### src/rtl/pc_fetch_ctrl_if.sv
// Fetch-control bus between the control unit / ID stage / instruction ROM
// and the fetch sequencer.
//   stall_req   : IF/ID cannot accept this cycle
//   br_valid    : branch/jump resolved taken in ID, target on br_target
//   flush_valid : exception entry or eret, target on flush_pc
//   halt_req    : level request to stop fetching
//   imem_ready  : instruction memory returned data for the current pc
//   pc, ce      : fetch address and instruction-memory chip enable
//   inst_valid  : fetch at pc completes and is delivered to IF/ID
// master = requesting side (control/ID/ROM), slave = the fetch sequencer.
interface pc_fetch_ctrl_if;
  logic        stall_req;
  logic        br_valid;
  logic [31:0] br_target;
  logic        flush_valid;
  logic [31:0] flush_pc;
  logic        halt_req;
  logic        imem_ready;
  logic [31:0] pc;
  logic        ce;
  logic        inst_valid;

  modport master (
    output stall_req, br_valid, br_target, flush_valid, flush_pc,
           halt_req, imem_ready,
    input  pc, ce, inst_valid
  );

  modport slave (
    input  stall_req, br_valid, br_target, flush_valid, flush_pc,
           halt_req, imem_ready,
    output pc, ce, inst_valid
  );
endinterface

### src/rtl/pc_fetch_ctrl.sv
// Fetch sequencer: owns the program counter and instruction-memory chip
// enable. Keeps one fetch outstanding, waits on imem_ready, applies stalls,
// branch redirects with delay-slot semantics, flushes and halt/resume.
// Ports:
//   clk  : system clock, all state on rising edge
//   rst  : synchronous active-high reset
//   bus  : pc_fetch_ctrl_if.slave (redirect/stall/halt inputs, pc/ce/inst_valid)
// RESET_VECTOR is the first fetch address after reset.
module pc_fetch_ctrl #(
  parameter logic [31:0] RESET_VECTOR = 32'h0000_0000
) (
  input  logic           clk,
  input  logic           rst,
  pc_fetch_ctrl_if.slave bus
);

  typedef enum logic [1:0] {
    IDLE  = 2'd0,
    FETCH = 2'd1,
    HALT  = 2'd2
  } state_t;

  state_t      state;
  logic        pend_valid;
  logic        pend_kill;   // 1 = pending flush, 0 = pending branch
  logic [31:0] pend_pc;
  logic        pend_flush;

  assign pend_flush = pend_valid & pend_kill;

  // Delivery is suppressed whenever the fetched word is about to be
  // discarded (flush now or queued) or IF/ID cannot take it.
  assign bus.inst_valid = (state == FETCH) & bus.imem_ready & ~bus.stall_req &
                          ~bus.flush_valid & ~pend_flush;

  always_ff @(posedge clk) begin
    if (rst) begin
      state      <= IDLE;
      bus.pc     <= RESET_VECTOR;
      bus.ce     <= 1'b0;
      pend_valid <= 1'b0;
      pend_kill  <= 1'b0;
      pend_pc    <= '0;
    end else begin
      case (state)
        IDLE: begin
          state  <= FETCH;
          bus.ce <= 1'b1;
        end

        FETCH: begin
          if (!bus.imem_ready) begin
            // Fetch still outstanding: pc frozen, remember the redirect.
            // A queued flush can never be displaced by a later branch.
            if (bus.flush_valid) begin
              pend_valid <= 1'b1;
              pend_kill  <= 1'b1;
              pend_pc    <= bus.flush_pc;
            end else if (bus.br_valid && !bus.stall_req && !pend_flush) begin
              pend_valid <= 1'b1;
              pend_kill  <= 1'b0;
              pend_pc    <= bus.br_target;
            end
          end else begin
            if (bus.flush_valid) begin
              bus.pc     <= bus.flush_pc;
              pend_valid <= 1'b0;
            end else if (pend_flush) begin
              bus.pc     <= pend_pc;
              pend_valid <= 1'b0;
            end else if (bus.stall_req) begin
              // Reissue the same fetch; a pending branch survives the stall.
            end else if (pend_valid) begin
              bus.pc     <= pend_pc;
              pend_valid <= 1'b0;
            end else if (bus.br_valid) begin
              bus.pc <= bus.br_target;
            end else begin
              bus.pc <= bus.pc + 32'd4;
            end

            if (bus.halt_req && !bus.flush_valid) begin
              state  <= HALT;
              bus.ce <= 1'b0;
            end
          end
        end

        HALT: begin
          if (bus.flush_valid) begin
            bus.pc     <= bus.flush_pc;
            pend_valid <= 1'b0;
            state      <= FETCH;
            bus.ce     <= 1'b1;
          end else if (!bus.halt_req) begin
            state  <= FETCH;
            bus.ce <= 1'b1;
          end
        end

        default: begin
          state  <= IDLE;
          bus.ce <= 1'b0;
        end
      endcase
    end
  end

endmodule
### src/flat_wrapper.sv
// flat-port wrapper written by rule: the top's interface ports become plain ports
module pc_fetch_ctrl_flat 
#(
  parameter logic [31:0] RESET_VECTOR = 32'h0000_0000
)
  (clk, rst, bus_stall_req, bus_br_valid, bus_br_target, bus_flush_valid, bus_flush_pc, bus_halt_req, bus_imem_ready, bus_pc, bus_ce, bus_inst_valid);
  pc_fetch_ctrl_if bus_i ();
  input  logic clk;
  input  logic rst;
  input wire logic [$bits(bus_i.stall_req)-1:0] bus_stall_req;
  input wire logic [$bits(bus_i.br_valid)-1:0] bus_br_valid;
  input wire logic [$bits(bus_i.br_target)-1:0] bus_br_target;
  input wire logic [$bits(bus_i.flush_valid)-1:0] bus_flush_valid;
  input wire logic [$bits(bus_i.flush_pc)-1:0] bus_flush_pc;
  input wire logic [$bits(bus_i.halt_req)-1:0] bus_halt_req;
  input wire logic [$bits(bus_i.imem_ready)-1:0] bus_imem_ready;
  output wire logic [$bits(bus_i.pc)-1:0] bus_pc;
  output wire logic [$bits(bus_i.ce)-1:0] bus_ce;
  output wire logic [$bits(bus_i.inst_valid)-1:0] bus_inst_valid;
  assign bus_i.stall_req = bus_stall_req;
  assign bus_i.br_valid = bus_br_valid;
  assign bus_i.br_target = bus_br_target;
  assign bus_i.flush_valid = bus_flush_valid;
  assign bus_i.flush_pc = bus_flush_pc;
  assign bus_i.halt_req = bus_halt_req;
  assign bus_i.imem_ready = bus_imem_ready;
  assign bus_pc = bus_i.pc;
  assign bus_ce = bus_i.ce;
  assign bus_inst_valid = bus_i.inst_valid;
  pc_fetch_ctrl #(.RESET_VECTOR(RESET_VECTOR)) u_core (.clk(clk), .rst(rst), .bus(bus_i));
endmodule
### config.mk
export PLATFORM = sky130hd
export DESIGN_NAME = pc_fetch_ctrl_flat
export DESIGN_NICKNAME = d
export VERILOG_FILES = /design/src/rtl/pc_fetch_ctrl_if.sv /design/src/rtl/pc_fetch_ctrl.sv /design/src/flat_wrapper.sv
export SDC_FILE = /design/constraint.sdc
export NUM_CORES = 1
export LEC_CHECK = 0
export ABC_CLOCK_PERIOD_IN_PS = 2250
export BUFFER_PORTS_ARGS = -buffer_cell sky130_fd_sc_hd__buf_2
export CORE_MARGIN = 5
export CORE_UTILIZATION = 40
export DETAILED_ROUTE_END_ITERATION = 6
export SYNTH_ARGS = -nofsm -noshare
export SYNTH_HDL_FRONTEND = slang
export SYNTH_SLANG_ARGS = --single-unit
export TNS_END_PERCENT = 1
### constraint.sdc
create_clock -name clk -period 2.25 [get_ports clk]
set_input_delay 0.45 -clock clk [delete_from_list [all_inputs] [get_ports clk]]
set_output_delay 0.45 -clock clk [all_outputs]
set_load 0.02 [all_outputs]
==> results.sh, run 1 <==
export IMPL_arrival_ps=2430
export IMPL_finalWirelength_mm=16.2
export IMPL_drtAntennaViolNets=0
export IMPL_post_synth_top_count_cell="dfxtp_1"
export IMPL_grt_max_degree=39
export IMPL_wl_met3_mm=1.17
export IMPL_route_vias_total=4935
export IMPL_synth_fa_ha_area_frac=0.0109
export IMPL_die_area_um2=13700
export IMPL_synth_common_cells="68 x dfxtp_1, 60 x nor2_1, 53 x nand2_1"
export IMPL_ys_warn_count=0
export IMPL_synth_top_family_by_area="compound AO/OA/AOI/OAI gates"
export IMPL_clk_latency_ps=330
export IMPL_die_width_um=117
export IMPL_hold_path_class="in -> reg"
export IMPL_ys_flop_type="dfxtp_1"
export IMPL_synth_top_area_cell="dfxtp_1"
export IMPL_routedWlPerCell_um=19.4
export IMPL_synth_xor_area_frac=0.0134
export IMPL_avgSynthCellArea_um2=7.78
export IMPL_grt_pass1_wl_mm=25.3
export IMPL_crit_chain="inv_1 > ha_1 > and3b_1 > a22o_1 > nand2_1 > nor4b_1 > and4bb_2"
export IMPL_end_kind="flip-flop"
export IMPL_synth_top_area_frac=0.297
export IMPL_cts_buffers=9
export IMPL_dp_hpwl_mm=11.8
export IMPL_fillers=1136
export IMPL_synth_compound_area_share=0.278
export IMPL_slew_headroom=0.500
export IMPL_first_global_vias=4776
export IMPL_cp_required_ps=2470
export IMPL_grt_antenna_before_repair=0
export IMPL_cts_tree="built"
export IMPL_ir_drop_mv=0.265
export IMPL_setup_violations=0
export IMPL_track_usage=0.237
export IMPL_synthMuxAreaShare=0.0789
export IMPL_p_per_area_nw_per_um2=644
export IMPL_port_buffers=104
export IMPL_drive_gt1_frac=0.258
export IMPL_outcome="finished, final reports clean"
export IMPL_finClkSkew_ps=7.45
export IMPL_std_cell_rows=39
export IMPL_cap_violations=0
export IMPL_path_class="reg -> reg"
export IMPL_io_pins=105
export IMPL_rsz0062_at_grt="yes"
export IMPL_synth_seq_cells=68
export IMPL_multi_input_area_um2=2950
export IMPL_core_area_um2=11300
export IMPL_postCtsHoldBufs=0
export IMPL_yosys_area_share_simple=0.256
export IMPL_synth_cells=589
export IMPL_htreeDepth=3
export IMPL_synth_edf_count=0
export IMPL_met1_length_mm=7.38
export IMPL_cts_sink_count=68
export IMPL_fmax_mhz=451
export IMPL_final_nets=761
export IMPL_synth_nets=664
export IMPL_critPathMaxFanout=7
export IMPL_cts_root_buf="clkbuf_16"
export IMPL_vias_per_cell=5.93
export IMPL_worstRegToRegCells=7
export IMPL_sw_frac_of_total=0.327
export IMPL_yosysSeqAreaShare=0.297
export IMPL_power_internal_mw=2.44
export IMPL_pwr_share_seq=0.390
export IMPL_diodes=0
export IMPL_synth_area_leaders="dfxtp_1 30%, mux2i_1 7.6%, a211oi_1 6.2%"
export IMPL_power_switching_mw=1.19
export IMPL_p_leak_nw=2.25
export IMPL_cts_buffer_depth=2
export IMPL_hold_viol_final=0
export IMPL_tightest_slew_ps=741
export IMPL_met2_length_mm=7.37
export IMPL_fin_crit_sh=0.985
export IMPL_drc=0
export IMPL_drt_iter0_drc=397
export IMPL_whs_ps=409
export IMPL_drv_slew=0
export IMPL_die_height_um=117
export IMPL_area_delta_synth_final_pct=22.9
export IMPL_gp_congestion=0.962
export IMPL_crit_path_start_kind="flip-flop"
export IMPL_hold_depth=3
export IMPL_start_util=0.405
export IMPL_max_stage_delay_ps=380
export IMPL_cts_reportedPaths_clkPinSlew_ps=60
export IMPL_async_flop_share=0
export IMPL_drt_first_pass_iters=5
export IMPL_dr_max_layer_used="met4"
export IMPL_syn_cell_area_um2=4580
export IMPL_clkPwrFrac=0.356
export IMPL_register_area_um2=1360
export IMPL_utilization=0.497
export IMPL_p_comb_frac=0.254
export IMPL_min_period_ps=2220
export IMPL_yosysUniqueCellTypes=72
export IMPL_crit_slowest_cell="nor4b_1"
export IMPL_grt_overflow=0
## final timing paths
check,start,to,slack (ps)
hold reg to reg,u_core.bus.pc[1],u_core.bus.pc[1],480
setup / recovery,u_core.state[0],u_core.bus.pc[30],30
setup reg to reg,u_core.state[0],u_core.bus.pc[30],30
hold / removal,bus_flush_pc[2],u_core.bus.pc[2],410
## power by group through the flow
stage          Combinational, mW  Clock (mW)  Sequential, mW
6_report                   0.919        1.29            1.41
5_1_grt                     1.01        1.34            1.43
4_1_cts                    0.910        1.29            1.41
3_5_place_dp               0.905           0            1.44
3_3_place_gp               0.892           0            1.43
2_1_floorplan              0.514           0            1.47
## cell usage in the layout, fill, tap and decap left out, types with 3 or more instances in the layout
cell type and n:
buf_2 104, dfxtp_1 66, nor2_1 59, nand2_1 53, a21oi_1 43, a211oi_1 38, o21ai_0 35, mux2i_1 35
buf_4 30, nand3_1 20, nand2b_1 13, o211ai_1 12, inv_1 11, nor3_1 10, nand4_1 9, o311ai_0 9
clkbuf_16 9, nor2b_1 7, a31oi_1 7, and3_1 5, nor4_1 5, a221oi_1 5, xnor2_1 5, nand3b_1 5
a311oi_1 5, and4_1 4, and2_1 4, or3_1 4, ha_1 4, buf_12 4, or2_2 3, nor4b_1 3
o31ai_1 3, clkinv_2 3
## stage by stage
stage / std cells / setup slack [ps] / setup TNS, ps / power [mW] / area [um^2]
after floorplan: 589 / 121 / 0 / 1.99 / 4580
after detailed placement: 818 / 17.4 / 0 / 2.34 / 5350
after global placement: 818 / 147 / 0 / 2.32 / 5350
final: 832 / 34.5 / 0 / 3.62 / 5630
after CTS: 832 / 8.25 / 0 / 3.61 / 5610
after global routing: 832 / -3.63 / -3.63 / 3.78 / 5630
## area by class of cell
class,count,share of cell area
inverter,11,0.00733
tap,143,0.0318
clock inverter,3,0.00267
multi-input combinational,457,0.524
sequential,68,0.242
timing repair buffer,139,0.149
clock buffer,11,0.0431
## worst max-delay path: cells and delay by family, from the launching register on
family	cells	cell delay, ps
compound gates	1	220
buf+inv	1	70
fa+ha+maj	1	270
flops	1	360
simple gates	4	1180
## logic make-up (layout without fill, tap and decap cells)
logic type               after synthesis  after routing
multiplexers                          36             36
adder cells (fa/ha/maj)                4              4
AND/OR/NAND/NOR                      222            222
XOR/XNOR                               7              7
flip-flops                            68             68
buffers and inverters                 64            164
AO/OA/AOI/OAI                        188            188
## flip-flops by register name (all words and copies together) (netlist names)
| signal | flops |
|---|---|
| u_core.bus.pc | 32 |
| u_core.pend_pc | 32 |
| u_core.state | 2 |
| u_core.pend_kill | 1 |
| u_core.pend_valid | 1 |
## routing by layer
layer | vias to the layer above | global-route usage
met5 | - | 0
met4 | 0 | 0.0757
met3 | 20 | 0.0365
met2 | 192 | 0.370
met1 | 2318 | 0.336
li1 | 2405 | -
## timing repair
action,4_1_cts,5_1_grt
setup buffers,0,0
endpoints found under the setup margin,0,11
gates resized for setup,0,5
Power figures use the tool's default switching activity.
==> run 2: changes to the inputs <==
- MAX_ROUTING_LAYER: default -> met4
==> run 2 against run 1 <==
Against the previous run:
- fmax rose by 5.4%
- critical path depth is 1 higher
- final cell count increased by 0.24%
- non-clock buffer count unchanged
- clock power grew 9%
- core utilization grew 0.32 points
- count of clock-buffer cells in the layout is 2 higher
- total power grew 2.9%
- clock skew is 1.1 ps higher
- sequential share of layout area is 0.16 points lower
- critical path type unchanged
- largest power group unchanged
==> results.sh, run 2 (synthesis results as in run 1) <==
export IMPL_power_internal_mw=2.52
export IMPL_drive_gt1_frac=0.262
export IMPL_diodes=0
export IMPL_clk_latency_ps=330
export IMPL_routedWlPerCell_um=19.3
export IMPL_core_area_um2=11300
export IMPL_max_stage_delay_ps=320
export IMPL_port_buffers=104
export IMPL_drt_iter0_drc=484
export IMPL_rr_endpoint="u_core.bus.pc[30]"
export IMPL_start_util=0.405
export IMPL_area_delta_synth_final_pct=23.7
export IMPL_register_area_um2=1360
export IMPL_finalWirelength_mm=16.1
export IMPL_p_leak_nw=2.26
export IMPL_cts_buffer_depth=2
export IMPL_std_cell_rows=39
export IMPL_setup_violations=0
export IMPL_grt_overflow=0
export IMPL_hold_path_class="in -> reg"
export IMPL_cts_setup_buffers=0
export IMPL_htreeDepth=3
export IMPL_crit_reg2reg_launch="u_core.state[1]"
export IMPL_path_buf_inv=2
export IMPL_vias_per_cell=5.98
export IMPL_tightest_slew_ps=812
export IMPL_track_usage=0.246
export IMPL_gp_congestion=0.961
export IMPL_route_vias_total=4987
export IMPL_clkPwrFrac=0.375
export IMPL_drt_first_pass_iters=5
export IMPL_cp_required_ps=2480
export IMPL_dp_hpwl_mm=11.7
export IMPL_placed_cell_area_um2=5350
export IMPL_drtAntennaViolNets=0
export IMPL_die_area_um2=13700
export IMPL_p_comb_frac=0.248
export IMPL_final_cell_area_um2=5670
export IMPL_multi_input_area_um2=2950
export IMPL_cap_violations=0
export IMPL_pwr_share_seq=0.378
export IMPL_layout_commonest_cell="buf_2"
export IMPL_grt_max_degree=39
export IMPL_crit_chain="inv_1 > ha_1 > buf_4 > and3b_1 > a22o_1 > nand2_1 > nor4b_2 > and4bb_2"
export IMPL_finClkSkew_ps=8.57
export IMPL_min_period_ps=2100
export IMPL_arrival_ps=2330
export IMPL_ctsResizeCount=0
export IMPL_die_height_um=117
export IMPL_p_per_area_nw_per_um2=658
export IMPL_outcome="finished, final reports clean"
export IMPL_ff2ff_setup_slack_ps=150
export IMPL_drc=0
export IMPL_end_kind="flip-flop"
export IMPL_drv_slew=0
export IMPL_critPathMaxFanout=9
export IMPL_cts_buffers=9
export IMPL_first_global_vias=4739
export IMPL_grt_antenna_before_repair=0
export IMPL_utilization=0.500
export IMPL_cts_sink_count=68
export IMPL_crit_path_start_kind="flip-flop"
export IMPL_mostFrequentLayoutCells="104 x buf_2, 66 x dfxtp_1, 59 x nor2_1"
export IMPL_grt_pass1_wl_mm=25.5
export IMPL_fin_crit_sh=0.935
export IMPL_hold_start="bus_flush_pc[3]"
export IMPL_cts_root_buf="clkbuf_16"
export IMPL_fmax_mhz=476
export IMPL_io_pins=105
export IMPL_hold_depth=3
export IMPL_tns_ps=0
export IMPL_power_switching_mw=1.21
export IMPL_whs_ps=409
export IMPL_reg_top3="u_core.bus.pc (32), u_core.pend_pc (32), u_core.state (2)"
export IMPL_worstRegToRegCells=8
export IMPL_cts_reportedPaths_clkPinSlew_ps=60
export IMPL_slew_headroom=0.452
export IMPL_sw_frac_of_total=0.325
export IMPL_cp_top_family="simple AND/OR/NAND/NOR gates"
export IMPL_rsz0062_at_grt="no"
export IMPL_postCtsHoldBufs=0
export IMPL_crit_slowest_cell="dfxtp_1"
export IMPL_hold_end="u_core.bus.pc[3]"
export IMPL_path_class="reg -> reg"
export IMPL_cts_tree="built"
export IMPL_die_width_um=117
export IMPL_fillers=1135
export IMPL_hold_viol_final=0
export IMPL_final_nets=761
export IMPL_ir_drop_mv=0.365
[run 2: power groups by stage]
| stage | sequential (mW) | combinational [mW] | clock [mW] |
|---|---|---|---|
| 6_report | 1.41 | 0.923 | 1.40 |
| 5_1_grt | 1.42 | 1.01 | 1.47 |
| 4_1_cts | 1.41 | 0.914 | 1.42 |
| 3_5_place_dp | 1.43 | 0.909 | 0 |
| 3_3_place_gp | 1.43 | 0.897 | 0 |
| 2_1_floorplan | 1.47 | 0.514 | 0 |
[run 2: tightest hold or removal path, delay by kind of cell]
kind | cells | cell delay, ps
buffers and inverters | 1 | 110
AO/OA/AOI/OAI | 1 | 80
AND/OR/NAND/NOR | 1 | 60
[run 2: final cells by class]
| type | instances | area share |
|---|---|---|
| clock inverters | 3 | 0.00353 |
| repair buffers | 139 | 0.148 |
| well taps | 143 | 0.0316 |
| flip-flops and latches | 68 | 0.241 |
| multi-input cells | 457 | 0.521 |
| inverters | 11 | 0.00729 |
| clock buffers | 13 | 0.0477 |
[run 2: per-layer routing]
layer,wire (um),global-route usage,up-vias
met2,7380,0.364,210
li1,-,-,2401
met3,1270,0.0458,16
met5,0,-,-
met1,7290,0.345,2360
met4,170,0.0635,0
[run 2: through the flow]
step / setup slack (ps) / cells / power (mW)
2_1_floorplan: 121 / 589 / 1.99
3_3_place_gp: 148 / 818 / 2.32
3_5_place_dp: 19.3 / 818 / 2.34
4_1_cts: 4.12 / 834 / 3.73
5_1_grt: 3.89 / 834 / 3.91
6_report: 147 / 834 / 3.73
[run 2: worst max-delay path by stage]
stage                     from           endpoint  slack [ps]  depth (start not counted)
2_1_floorplan  u_core.state[0]  u_core.bus.pc[19]         120                          8
3_3_place_gp   u_core.state[0]  u_core.bus.pc[22]         150                          9
3_5_place_dp   u_core.state[0]  u_core.bus.pc[22]          20                          9
4_1_cts        u_core.state[0]  u_core.bus.pc[22]           4                          9
5_1_grt        u_core.state[1]  u_core.bus.pc[30]           4                          8
6_report       u_core.state[1]  u_core.bus.pc[30]         150                          8
